===== src/rtl/wm_pkg.sv =====
// Shared definitions for the LSB watermark embedder: FSM encoding, LFSR taps
// and the default scrambler seed, plus the one-step LFSR helper.
package wm_pkg;

    typedef enum logic [1:0] {
        ST_EMPTY = 2'd0,
        ST_READY = 2'd1,
        ST_FRAME = 2'd2
    } wm_state_e;

    // Taps 16,14,13,11 of a right-shifting Fibonacci LFSR map to bits 0,2,3,5.
    localparam logic [15:0] LFSR_TAPS         = 16'h002D;
    localparam logic [15:0] LFSR_SEED_DEFAULT = 16'hACE1;

    // One shift of the scrambler: feedback enters at bit 15, output is bit 0.
    function automatic logic [15:0] lfsr_step(input logic [15:0] q);
        return {^(q & LFSR_TAPS), q[15:1]};
    endfunction

endpackage


===== src/rtl/wm_lfsr.sv =====
// 16-bit Fibonacci scrambler LFSR. A load strobe restarts the sequence from
// SEED and steps it once in the same edge, because the seed bit itself is
// consumed by the pixel that triggers the load.
module wm_lfsr
    import wm_pkg::*;
#(
    parameter logic [15:0] SEED = LFSR_SEED_DEFAULT
) (
    input  logic        clk,
    input  logic        rst_n,
    input  logic        load,
    input  logic        en,
    output logic [15:0] q
);

    logic [15:0] r_q;

    // LFSR state: restart on load, step once per enabled pixel, else hold.
    always_ff @(posedge clk or negedge rst_n) begin
        if (!rst_n) begin
            r_q <= SEED;
        end else if (load) begin
            r_q <= lfsr_step(SEED);
        end else if (en) begin
            r_q <= lfsr_step(r_q);
        end else begin
            r_q <= r_q;
        end
    end

    assign q = r_q;

endmodule


===== src/rtl/lsb_watermark_embed.sv =====
// Streaming LSB watermark embedder. A serially loaded pattern replaces the
// LSB of each pixel of a frame, tiling from the first loaded bit at every
// start of frame. One output register stage with valid/ready on both sides.
// Optional build macro: WM_SCRAMBLE_EN (XOR each pattern bit with an LFSR
// sequence that restarts at every start of frame).
module lsb_watermark_embed
    import wm_pkg::*;
#(
    parameter int          PIX_W     = 8,
    parameter int          IMG_W     = 64,
    parameter int          IMG_H     = 64,
    parameter int          WM_LEN    = 64,
    parameter logic [15:0] LFSR_SEED = LFSR_SEED_DEFAULT
) (
    input  logic             clk,
    input  logic             rst_n,
    input  logic             wm_load,
    input  logic             wm_bit_in,
    output logic             wm_ready,
    input  logic             s_valid,
    output logic             s_ready,
    input  logic [PIX_W-1:0] s_data,
    input  logic             s_sof,
    output logic             m_valid,
    input  logic             m_ready,
    output logic [PIX_W-1:0] m_data,
    output logic             m_sof,
    output logic             m_eof,
    output logic             sof_err
);

    localparam int CW = (IMG_W > 1) ? $clog2(IMG_W) : 1;
    localparam int RW = (IMG_H > 1) ? $clog2(IMG_H) : 1;
    localparam int IW = $clog2(WM_LEN);
    localparam int LW = $clog2(WM_LEN + 1);

    localparam logic [CW-1:0] COL_LAST  = CW'(IMG_W - 1);
    localparam logic [RW-1:0] ROW_LAST  = RW'(IMG_H - 1);
    localparam logic [IW-1:0] IDX_LAST  = IW'(WM_LEN - 1);
    localparam logic [LW-1:0] LOAD_LAST = LW'(WM_LEN - 1);

    wm_state_e          r_state, w_state_nxt;
    logic [WM_LEN-1:0]  r_pattern, w_pattern_nxt;
    logic [LW-1:0]      r_load_cnt, w_load_cnt_nxt;
    logic               r_wm_ready, w_wm_ready_nxt;
    logic [CW-1:0]      r_col, w_col_nxt;
    logic [RW-1:0]      r_row, w_row_nxt;
    logic [IW-1:0]      r_idx, w_idx_nxt;
    logic               r_sof_err, w_sof_err_nxt;
    logic               r_m_valid, w_m_valid_nxt;
    logic [PIX_W-1:0]   r_m_data, w_m_data_nxt;
    logic               r_m_sof, w_m_sof_nxt;
    logic               r_m_eof, w_m_eof_nxt;

    logic               w_s_ready;
    logic               w_accept;
    logic               w_embed;
    logic [CW-1:0]      w_pix_col;
    logic [RW-1:0]      w_pix_row;
    logic [IW-1:0]      w_pix_idx;
    logic               w_pix_eof;
    logic               w_wm_bit;
    logic               w_scr_bit;

    // Input side may take a pixel whenever a pattern is present and the
    // output register is empty or draining this cycle.
    assign w_s_ready = (r_state != ST_EMPTY) && (!r_m_valid || m_ready);
    assign w_accept  = s_valid && w_s_ready;

    // A start-of-frame pixel is always position 0, whatever the counters say.
    assign w_pix_col = s_sof ? {CW{1'b0}} : r_col;
    assign w_pix_row = s_sof ? {RW{1'b0}} : r_row;
    assign w_pix_idx = s_sof ? {IW{1'b0}} : r_idx;
    assign w_pix_eof = (w_pix_col == COL_LAST) && (w_pix_row == ROW_LAST);
    // The first loaded bit sits at the MSB of the pattern shift register.
    assign w_wm_bit  = r_pattern[IDX_LAST - w_pix_idx];

`ifdef WM_SCRAMBLE_EN
    logic [15:0] w_lfsr_q;
    logic        w_lfsr_load;
    logic        w_lfsr_en;

    assign w_lfsr_load = w_embed && s_sof;
    assign w_lfsr_en   = w_embed && !s_sof;
    // The sof pixel consumes the seed bit directly; the LFSR reloads behind it.
    assign w_scr_bit   = s_sof ? LFSR_SEED[0] : w_lfsr_q[0];

    wm_lfsr #(
        .SEED (LFSR_SEED)
    ) u_lfsr (
        .clk   (clk),
        .rst_n (rst_n),
        .load  (w_lfsr_load),
        .en    (w_lfsr_en),
        .q     (w_lfsr_q)
    );
`else
    assign w_scr_bit = 1'b0;
`endif

    // FSM next state: pattern loading, frame admission and sof error tracking.
    // A pixel accepted in the same READY cycle as wm_load is discarded, since
    // the pattern it would use is being replaced.
    always_comb begin
        w_state_nxt    = r_state;
        w_pattern_nxt  = r_pattern;
        w_load_cnt_nxt = r_load_cnt;
        w_wm_ready_nxt = r_wm_ready;
        w_sof_err_nxt  = r_sof_err;
        w_embed        = 1'b0;
        case (r_state)
            ST_EMPTY: begin
                if (wm_load) begin
                    w_pattern_nxt  = {r_pattern[WM_LEN-2:0], wm_bit_in};
                    w_load_cnt_nxt = r_load_cnt + LW'(1);
                    if (r_load_cnt == LOAD_LAST) begin
                        w_state_nxt    = ST_READY;
                        w_wm_ready_nxt = 1'b1;
                    end else begin
                        w_state_nxt    = ST_EMPTY;
                    end
                end else begin
                    w_state_nxt = ST_EMPTY;
                end
            end
            ST_READY: begin
                if (wm_load) begin
                    w_state_nxt    = ST_EMPTY;
                    w_wm_ready_nxt = 1'b0;
                    w_pattern_nxt  = {r_pattern[WM_LEN-2:0], wm_bit_in};
                    w_load_cnt_nxt = LW'(1);
                end else if (w_accept) begin
                    if (s_sof) begin
                        w_embed       = 1'b1;
                    end else begin
                        w_sof_err_nxt = 1'b1;
                    end
                end else begin
                    w_state_nxt = ST_READY;
                end
            end
            ST_FRAME: begin
                if (w_accept) begin
                    w_embed = 1'b1;
                    if (s_sof) begin
                        w_sof_err_nxt = 1'b1;
                    end else begin
                        w_sof_err_nxt = r_sof_err;
                    end
                end else begin
                    w_state_nxt = ST_FRAME;
                end
            end
            default: begin
                w_state_nxt    = ST_EMPTY;
                w_wm_ready_nxt = 1'b0;
                w_load_cnt_nxt = {LW{1'b0}};
            end
        endcase
        if (w_embed) begin
            w_state_nxt = w_pix_eof ? ST_READY : ST_FRAME;
        end else begin
            w_state_nxt = w_state_nxt;
        end
    end

    // Frame position and pattern index advance for every embedded pixel.
    always_comb begin
        w_col_nxt = r_col;
        w_row_nxt = r_row;
        w_idx_nxt = r_idx;
        if (w_embed) begin
            if (w_pix_col == COL_LAST) begin
                w_col_nxt = {CW{1'b0}};
                w_row_nxt = (w_pix_row == ROW_LAST) ? {RW{1'b0}} : w_pix_row + RW'(1);
            end else begin
                w_col_nxt = w_pix_col + CW'(1);
                w_row_nxt = w_pix_row;
            end
            w_idx_nxt = (w_pix_idx == IDX_LAST) ? {IW{1'b0}} : w_pix_idx + IW'(1);
        end else begin
            w_idx_nxt = r_idx;
        end
    end

    // Output register: load on embed, empty on drain, otherwise hold steady.
    always_comb begin
        w_m_valid_nxt = r_m_valid;
        w_m_data_nxt  = r_m_data;
        w_m_sof_nxt   = r_m_sof;
        w_m_eof_nxt   = r_m_eof;
        if (w_embed) begin
            w_m_valid_nxt = 1'b1;
            w_m_data_nxt  = {s_data[PIX_W-1:1], w_wm_bit ^ w_scr_bit};
            w_m_sof_nxt   = s_sof;
            w_m_eof_nxt   = w_pix_eof;
        end else if (m_ready) begin
            w_m_valid_nxt = 1'b0;
        end else begin
            w_m_valid_nxt = r_m_valid;
        end
    end

    // State registers; reset empties the pattern so it must be reloaded.
    always_ff @(posedge clk or negedge rst_n) begin
        if (!rst_n) begin
            r_state    <= ST_EMPTY;
            r_pattern  <= {WM_LEN{1'b0}};
            r_load_cnt <= {LW{1'b0}};
            r_wm_ready <= 1'b0;
            r_col      <= {CW{1'b0}};
            r_row      <= {RW{1'b0}};
            r_idx      <= {IW{1'b0}};
            r_sof_err  <= 1'b0;
            r_m_valid  <= 1'b0;
            r_m_data   <= {PIX_W{1'b0}};
            r_m_sof    <= 1'b0;
            r_m_eof    <= 1'b0;
        end else begin
            r_state    <= w_state_nxt;
            r_pattern  <= w_pattern_nxt;
            r_load_cnt <= w_load_cnt_nxt;
            r_wm_ready <= w_wm_ready_nxt;
            r_col      <= w_col_nxt;
            r_row      <= w_row_nxt;
            r_idx      <= w_idx_nxt;
            r_sof_err  <= w_sof_err_nxt;
            r_m_valid  <= w_m_valid_nxt;
            r_m_data   <= w_m_data_nxt;
            r_m_sof    <= w_m_sof_nxt;
            r_m_eof    <= w_m_eof_nxt;
        end
    end

    assign wm_ready = r_wm_ready;
    assign s_ready  = w_s_ready;
    assign m_valid  = r_m_valid;
    assign m_data   = r_m_data;
    assign m_sof    = r_m_sof;
    assign m_eof    = r_m_eof;
    assign sof_err  = r_sof_err;

endmodule


===== config.mk =====
export PLATFORM = sky130hd
export DESIGN_NAME = lsb_watermark_embed
export DESIGN_NICKNAME = d
export VERILOG_FILES = /design/src/rtl/wm_pkg.sv /design/src/rtl/wm_lfsr.sv /design/src/rtl/lsb_watermark_embed.sv
export SDC_FILE = /design/constraint.sdc
export NUM_CORES = 1
export LEC_CHECK = 0
export BUFFER_PORTS_ARGS = -buffer_cell sky130_fd_sc_hd__buf_2
export CORE_MARGIN = 2
export CORE_UTILIZATION = 42
export CTS_CLUSTER_SIZE = 12
export DETAILED_ROUTE_END_ITERATION = 6
export GPL_TIMING_DRIVEN = 1
export SLEW_MARGIN = 20
export SYNTH_ARGS = -nofsm -noshare
export SYNTH_HDL_FRONTEND = slang
export SYNTH_SLANG_ARGS = --single-unit

===== constraint.sdc =====
create_clock -name clk -period 2.1 [get_ports clk]
set_clock_uncertainty 0.05 [all_clocks]
set_input_delay 0.105 -clock clk [delete_from_list [all_inputs] [get_ports clk]]
set_output_delay 0.105 -clock clk [all_outputs]
set_load 0.02 [all_outputs]

# --- Yosys cells after proc, flatten, opt, wreduce, memory -nomap -nowiden ---
# Index checks and enable logic that the tools add are counted.
classes:
  add_sub_neg: 5
  n_eq_ne: 16
  n_reduce_logical: 15
  bitwise_logic: 1
  magnitude_cmp: 1
  n_mux: 37
ops:
  columns: ["operator", "count"]
  rows:
  - ["$mux 6", 7]
  - ["$pmux 7 s3", 1]
  - ["$add 6x1->6 const B", 3]
  - ["$eq 6x6->1 const B", 3]
  - ["$mux 1", 16]
  - ["$ne 2x2->1 const B", 8]
  - ["$mux 7", 2]
  - ["$mux 2", 6]
  - ["$add 7x1->7 const B", 1]
  - ["$eq 7x6->1 const B", 1]
  - ["$lt 6x7->1 const B", 1]
  - ["$bmux 1 s6", 1]
  - ["$pmux 2 s3", 1]
  - ["$reduce_and 6->1", 1]
  - ["$reduce_bool 2->1", 3]
  - ["$sub 6x6->6 const A", 1]
  - ["$ne 4x4->1 const B", 1]
  - ["$pmux 1 s2", 2]
  - ["$reduce_and 2->1", 2]
  - ["$reduce_and 4->1", 1]
  - ["$logic_and 1x1->1", 3]
  - ["$ne 3x3->1 const B", 1]
  - ["$pmux 1 s3", 1]
  - ["$reduce_and 3->1", 1]
  - ["other kinds (7)", 7]
word_totals:
  reg_bits: 104
  input_bits: 15
  wordCells: 87

# --- Depth between registers and ports, before layout ---
# Gate-level depths: netlist of run 1.
logic_depth:
  depth_word: 9
  mapped_depth: 11

# --- Worst setup path after synthesis of run 1 ---
# Ideal clock, no wire load.
synth_path:
  kind: "input to register"
  startpoint: "input s_sof"
  endpoint: "register r_row[3]"
  arrival_time_ps: 2001
  cell_stages: 11
  t_required_ps: 1929
  slack_ps: -72
  cell_sequence: "buf_2 buf_1 clkbuf_1 nor2b_1 ha_1 nand3_1 nor2_1 nand2_1 nand2_1 o31ai_1 a22o_1"
synth_between:
  elab_chain_len: 4
  elab_cells_between_ends: 11
synth_lines:
  columns: ["item", "line", "source"]
  rows:
  - ["from (decl)", "lsb_watermark_embed.sv:23", "input logic s_sof,"]
  - ["$mux 6 or $mux 1 (tied branches)", "lsb_watermark_embed.sv:72, lsb_watermark_embed.sv:133", null]
  - ["$add 6x1->6, or another cell as far along", "lsb_watermark_embed.sv:175", "w_row_nxt = (w_pix_row == ROW_LAST) ? {RW{1'b0}} : w_pix_row + RW'(1);"]
  - ["$mux 6 or $mux 1 (tied branches)", "lsb_watermark_embed.sv:175, lsb_watermark_embed.sv:127", null]
  - ["$mux 6 or $pmux 1 s2 (tied branches)", "lsb_watermark_embed.sv:173, lsb_watermark_embed.sv:111", null]
  - ["to (signal assigned)", "lsb_watermark_embed.sv:212", "r_row <= {RW{1'b0}};"]
  - ["to (signal assigned)", "lsb_watermark_embed.sv:225", "r_row <= w_row_nxt;"]
  - ["to (decl)", "lsb_watermark_embed.sv:47", "logic [RW-1:0] r_row, w_row_nxt;"]
# Parallel ways exist; a longest one is shown, timed or not.
# A chain may end at the register's enable or synchronous reset.

# --- Final worst setup path of run 1 ---
layout_path:
  startpoint: "register r_idx[0]"
  endpoint: "register r_m_data[0], in the netlist m_data[0]"
layout_between:
  elab_chain_len: 4
layout_lines:
  columns: ["item", "line", "source"]
  rows:
  - ["from (decl)", "lsb_watermark_embed.sv:48", "logic [IW-1:0] r_idx, w_idx_nxt;"]
  - ["from (signal assigned)", "lsb_watermark_embed.sv:213", "r_idx <= {IW{1'b0}};"]
  - ["from (signal assigned)", "lsb_watermark_embed.sv:226", "r_idx <= w_idx_nxt;"]
  - ["$mux 6", "lsb_watermark_embed.sv:73", "assign w_pix_idx = s_sof ? {IW{1'b0}} : r_idx;"]
  - ["$sub 6x6->6", "lsb_watermark_embed.sv:76", "assign w_wm_bit = r_pattern[IDX_LAST - w_pix_idx];"]
  - ["$bmux 1 s6", "lsb_watermark_embed.sv:76", null]
  - ["$mux 1 (implied by the code)", "lsb_watermark_embed.sv:76", null]
  - ["to (signal assigned)", "lsb_watermark_embed.sv:216", "r_m_data <= {PIX_W{1'b0}};"]
  - ["to (signal assigned)", "lsb_watermark_embed.sv:229", "r_m_data <= w_m_data_nxt;"]
  - ["to (decl)", "lsb_watermark_embed.sv:51", "logic [PIX_W-1:0] r_m_data, w_m_data_nxt;"]
# Every way passes these cells. The select of a mux whose other input is x is not followed.

==> flow_summary.toml, run 1 <==
[yosys]
synthCells = 454
synthMuxAreaShare_pct = 20.0
syn-num-nets = 478
yosys.area_share.simple_pct = 12.4
synth-compound-area-share_pct = 11.3
synthDistinctLibCells = 56
synthXorXnorAreaFrac_pct = 0
syn_area_um2 = 5100
ys.flop_type = "dfrtp_1"
yosysSeqAreaShare_pct = 51.0
synthAdderAreaFrac_pct = 2.21
avgSynthCellArea_um2 = 11.2
synth-warning-count = 0
ys_ff_latch = 104
async_reset_ff_share_pct = 100
synth_top_family_by_area = "multiplexers"
synth-edff-count = 0

[route]
drc = 0
dr_total_vias = 3670
final_antenna_net_count = 0
drt-pass1-iter-count = 4
initialDrtViolationCount = 226
avgRoutedWirePerCell_um = 15.7
wl_um = 10600
viasPerCell = 5.44

[global_route]
grt_start_max_net_pins = 54
antenna_found_initial = 0
gr-total-overflow = 0
grt_pass1_wl_um = 17900
track_usage_pct = 17.4
grt_pass1_vias = 3726

[placed_design]
gp_congestion = 0.839
dp_hpwl_um = 7280
dp_cells = 646
io_buffer_count = 27
preCtsSetupSlack_ps = -111

[sta]
drv_slew = 0
timing.final.crit_share_pct = 101
hold_violations = 0
worst_slack_ps = -26.3
final-setup-viol-count = 1
tightest_slew_ps = 507
rsz0062_at_grt = "true"
max_freq_ghz = 0.470
min_period_ps = 2130
maxSlewHeadroom_pct = 65.2

[clocking]
clock_latency_ps = 350
h-tree-depth = 3
clkTransAtPathRegs_ps = 70
cts_tree = "built"
clock_sinks = 104
cts_buffers = 9
cts_buffer_depth = 2
root_buffer = "clkbuf_16"

[floorplan]
initial_utilization_pct = 42.8
core_um2 = 11900
dieHeight_um = 114
die_w_um = 114
ios = 29
std_cell_rows = 40
dieArea_um2 = 13000

[setup_path]
crit_path_frequent_cell = "a221o_1"
path_class = "register to register"
crit_path_end_kind = "register"
critPathSlowestCell = "dfrtp_1"
crit_start = "r_idx[0]"
cp_slowest_stage_delay_ps = 420
crit_chain = "mux2_4 > a221o_1 > a32o_2 > a2111oi_4 > nor4_1 > a221o_1"
worst-path-max-fanout = 3
cp_top_family = "compound AO/OA/AOI/OAI gates"
worstPathArrival_ps = 2310
crit_required_ps = 2290
crit_buf_inv = 0
reg2reg_depth = 6
cp-start-kind = "register"
reg2reg_from = "r_idx[0]"
path_depth = 6

[min_path]
min_from = "s_sof"
worstHoldPathCells = 2
hp-class = "input pin to register"

[cells_and_area]
final_layout_size_suffix_gt1_share_pct = 34.1
diodes = 0
layoutNonFillerInstCount = 675
nNetsFinal = 547
area_delta_synth_final_pct = 22.6

[power_and_ir_drop]
p_switching_mw = 1.24
p_int_mw = 3.63
combPwrFrac_pct = 14.7
fin_total_pwr_mw = 4.87
switching_share_pct = 25.4
clkPwrFrac_pct = 33.0
ir_drop_uv = 791
sequentialPowerShare_pct = 52.3
p_leak_nw = 2.95
power-per-cell-area_nw_per_um2 = 779

[outcome]
status = "finished, violations left"
violations = "setup timing"

[run]
maxCapViolCount = 0
-- power by group through the flow --
stage	Clock, mW	Sequential, mW	Combinational [mW]
floorplan	0	2.51	0.517
global placement	0	2.57	0.683
detailed placement	0	2.59	0.707
CTS	1.68	2.55	0.726
global route	1.76	2.59	0.799
finish	1.61	2.54	0.717
-- state kept, by name, indices dropped and copies added (netlist names) --
register / count
r_load_cnt: 7
m_sof: 1
m_valid: 1
r_pattern: 64
r_row: 6
m_eof: 1
m_data: 8
sof_err: 1
r_state: 2
r_idx: 6
wm_ready: 1
r_col: 6
-- cells in the mapped netlist (4+ instances only) --
cell type,instances,area share [%]
nor3b_1,5,0.74
ha_1,9,2.2
o21ai_0,29,2.8
nand2b_1,4,0.49
clkbuf_1,14,1.0
mux4_2,6,2.7
nand2_1,59,4.3
inv_1,8,0.59
nand3_1,10,0.98
nor3_1,9,0.88
a21oi_1,18,1.8
mux2_2,65,14
nor2b_1,10,1.2
mux2i_1,13,2.6
buf_2,7,0.69
nor2_1,18,1.3
o31ai_1,6,0.88
dfrtp_1,104,51
-- worst register-to-register path, stage by stage (launching register included) --
cell       delay (ps)
dfrtp_1           420
mux2_4            320
a221o_1           330
a32o_2            240
a2111oi_4         300
nor4_1             90
a221o_1           260
-- metrics by stage --
stage	util (%)	instance area [um2]	TNS, ps	hold slack (ps)
finish	52.5	6250	-26.3	23.9
global placement	48.2	5740	-57.4	28.0
global route	52.5	6250	-69.7	26.7
floorplan	-	5110	-2300	-241
detailed placement	48.2	5740	-184	30.9
CTS	51.5	6130	-28.0	16.1
-- routing by layer --
metal / global-route usage (%) / vias up / routed length (um)
li1: - / 1780 / -
met1: 22.8 / 1818 / 4970
met2: 28.5 / 64 / 5130
met3: 4.98 / 8 / 359
met4: 4.88 / 0 / 113
met5: 0 / - / 0
-- cell type report --
type                       instances  area (um2)
clock inverter                     2        12.5
tap                              147         184
timing repair buffer              84         709
sequential                       104        2600
inverter                          10        37.5
multi-input combinational        314        2430
clock buffer                      14         274
fill                            1064        5660
-- what timing repair did --
action	in CTS	in global routing
endpoints found under the setup margin	4	13
setup buffers	0	3
gates cloned	0	1
resized for setup	3	16
hold buffers	9	0
pin swaps	2	4
endpoints found under the hold margin	39	0
-- cell families (layout without fill, tap and decap cells) --
kind of cell | Yosys count | in the layout
compound gates | 87 | 87
simple gates | 132 | 132
buf+inv | 36 | 110
mux | 86 | 86
flops | 104 | 104
fa+ha+maj | 9 | 9
-- cell usage in the layout (no fill, tap or decap), drive strengths merged, types with 4 or more instances in the layout --
master / netlist / routed
dfrtp: 104 / 104
buf: 12 / 74
mux2: 67 / 67
nand2: 59 / 59
o21ai: 30 / 30
a21oi: 18 / 18
nor2: 18 / 18
clkbuf: 14 / 15
mux2i: 13 / 13
nand3: 10 / 10
inv: 10 / 10
nor2b: 10 / 10
ha: 9 / 9
dlygate4sd3: 0 / 9
nor3: 9 / 9
o31ai: 6 / 6
mux4: 6 / 6
nor3b: 5 / 5
nand2b: 4 / 4
-- final timing paths --
kind | slack [ps] | to
max | -30 | m_data[0]
min | 20 | r_idx[4]
max reg2reg | -30 | m_data[0]
min reg2reg | 420 | m_sof
max in group asynchronous | 1170 | r_idx[3]
min in group asynchronous | 180 | r_load_cnt[5]
(Power assumes the default switching activity.)
==> inputs of run 2 (changes only) <==
CORE_UTILIZATION = 55   (was 42)
PLACE_DENSITY = 0.76   (was not set)
SLEW_MARGIN = not set   (was 20)
==> run 2 against run 1 <==
  * Count of clock-buffer cells in the layout is 5 lower
  * Utilization increased by 14 points
  * Non-clock buffer count decreased by 5
  * Clock power down 18%
  * First-iteration DRC count fell by 20%
  * Global-route usage increased by 4.7 points
  * Power fell by 5.9%
  * Critical endpoint unchanged
  * The flow still finishes with violations (setup timing)
==> flow_summary.toml, run 2 (synthesis results as in run 1) <==
[cells_and_area]
area_delta_synth_final_pct = 19.0
multi_input_area_um2 = 2450
n_fill_cell = 689
largest_register_ffs = 64
nNetsFinal = 542
final_area_um2 = 6070
layout_common_cells = "103 x dfrtp_1, 65 x mux2_2, 59 x nand2_1, 35 x buf_4, 26 x buf_2"
diodes = 0
regMostFlops = "r_pattern"
ff_latch_area_um2 = 2600
final_layout_size_suffix_gt1_share_pct = 34.0
layout_commonest_cell = "dfrtp_1"

[route]
initialDrtViolationCount = 180
dr_total_vias = 3776
avgRoutedWirePerCell_um = 16.8
drt-pass1-iter-count = 4
viasPerCell = 5.96
drc = 0
final_antenna_net_count = 0
wl_um = 10600

[global_route]
grt_start_max_net_pins = 66
grt_pass1_wl_um = 17700
grt_pass1_vias = 3835
antenna_found_initial = 0
gr-total-overflow = 0
track_usage_pct = 22.1

[setup_path]
cp-start-kind = "register"
crit_path_end_kind = "register"
worst-path-max-fanout = 5
path_class = "register to register"
crit_required_ps = 2310
worstPathArrival_ps = 2440
reg2reg_depth = 7

[clocking]
clock_sinks = 104
cts_buffers = 9
clkTransAtPathRegs_ps = 100
root_buffer = "clkbuf_8"
clock_latency_ps = 370
cts_tree = "built"
h-tree-depth = 3
cts_buffer_depth = 2

[floorplan]
initial_utilization_pct = 56.0
dieArea_um2 = 10100
die_w_um = 100
dieHeight_um = 100
core_um2 = 9110
ios = 29
std_cell_rows = 35

[sta]
max_freq_ghz = 0.449
drv_slew = 0
worst_slack_ps = -130
setup_tns_ps = -130
rsz0062_at_grt = "true"
min_period_ps = 2230
maxSlewHeadroom_pct = 70.2
tightest_slew_ps = 447
hold_violations = 0
timing.final.crit_share_pct = 106
final-setup-viol-count = 1

[run]
maxCapViolCount = 0

[placed_design]
preCtsSetupSlack_ps = -87.7
placed_cell_area_um2 = 5620
gp_congestion = 0.857
io_buffer_count = 27
dp_hpwl_um = 7120

[power_and_ir_drop]
p_int_mw = 3.30
combPwrFrac_pct = 15.7
p_leak_nw = 2.89
sequentialPowerShare_pct = 55.6
switching_share_pct = 28.0
clkPwrFrac_pct = 28.7
power-per-cell-area_nw_per_um2 = 755
ir_drop_uv = 582
p_switching_mw = 1.28

[outcome]
status = "finished, violations left"
violations = "setup timing"

[min_path]
hp-class = "input pin to register"
worstHoldPathCells = 4
run 2: critical path: stages, from the launching register on:
cell	delay [ps]
dfrtp_2	460
clkbuf_16	170
nor2b_1	150
a221o_1	330
a32o_2	260
a2111oi_4	350
nor4_2	80
a221o_1	280
run 2: worst paths after layout:
| kind | to | slack, ps | from |
|---|---|---|---|
| worst min register to register | m_data[6] | 430 | m_data[6] |
| worst min-delay path | sof_err | 110 | s_valid |
| worst max-delay path | m_data[0] | -130 | r_idx[2] |
| min in group asynchronous | r_load_cnt[3] | 120 | rst_n |
| worst max register to register | m_data[0] | -130 | r_idx[2] |
| max in group asynchronous | r_pattern[13] | 1270 | rst_n |
run 2: final cells by class:
type / instances / area share, %
clock buffer: 9 / 2.04
tap: 111 / 2.29
timing repair buffer: 79 / 10.3
inverter: 10 / 0.619
multi-input combinational: 314 / 40.4
sequential: 104 / 42.9
clock inverter: 7 / 1.46
run 2: metal layers:
layer | vias to the layer above | part of all wire [%] | GRT usage (%)
met4 | 0 | 1.2 | 8.01
li1 | 1770 | - | -
met1 | 1886 | 44 | 28.0
met3 | 12 | 4.3 | 5.71
met2 | 108 | 50 | 36.9
met5 | - | 0 | 0
run 2: power groups by stage:
stage	registers, mW	clock network (mW)	logic [mW]
3_5_place_dp	2.59	0	0.699
5_1_grt	2.60	1.42	0.797
2_1_floorplan	2.51	0	0.517
6_report	2.55	1.32	0.717
4_1_cts	2.55	1.35	0.719
3_3_place_gp	2.56	0	0.662
run 2: what timing repair did:
item / CTS / global route
endpoints found under the hold margin: 113 / 0
hold buffers: 10 / 0
cloned: 0 / 1
setup endpoints to repair: 7 / 10
resized for setup: 3 / 27
pin swaps: 2 / 6
setup buffers: 0 / 0
run 2: through the flow:
| step | util [%] | hold slack, ps | instances | total power, mW |
|---|---|---|---|---|
| finish | 66.6 | 110 | 634 | 4.58 |
| global route | 66.6 | 112 | 634 | 4.82 |
| CTS | 65.3 | 88.2 | 633 | 4.62 |
| detailed placement | 61.7 | -8.34 | 607 | 3.29 |
| global placement | 61.7 | -8.49 | 607 | 3.23 |
| floorplan | - | -241 | 454 | 3.03 |
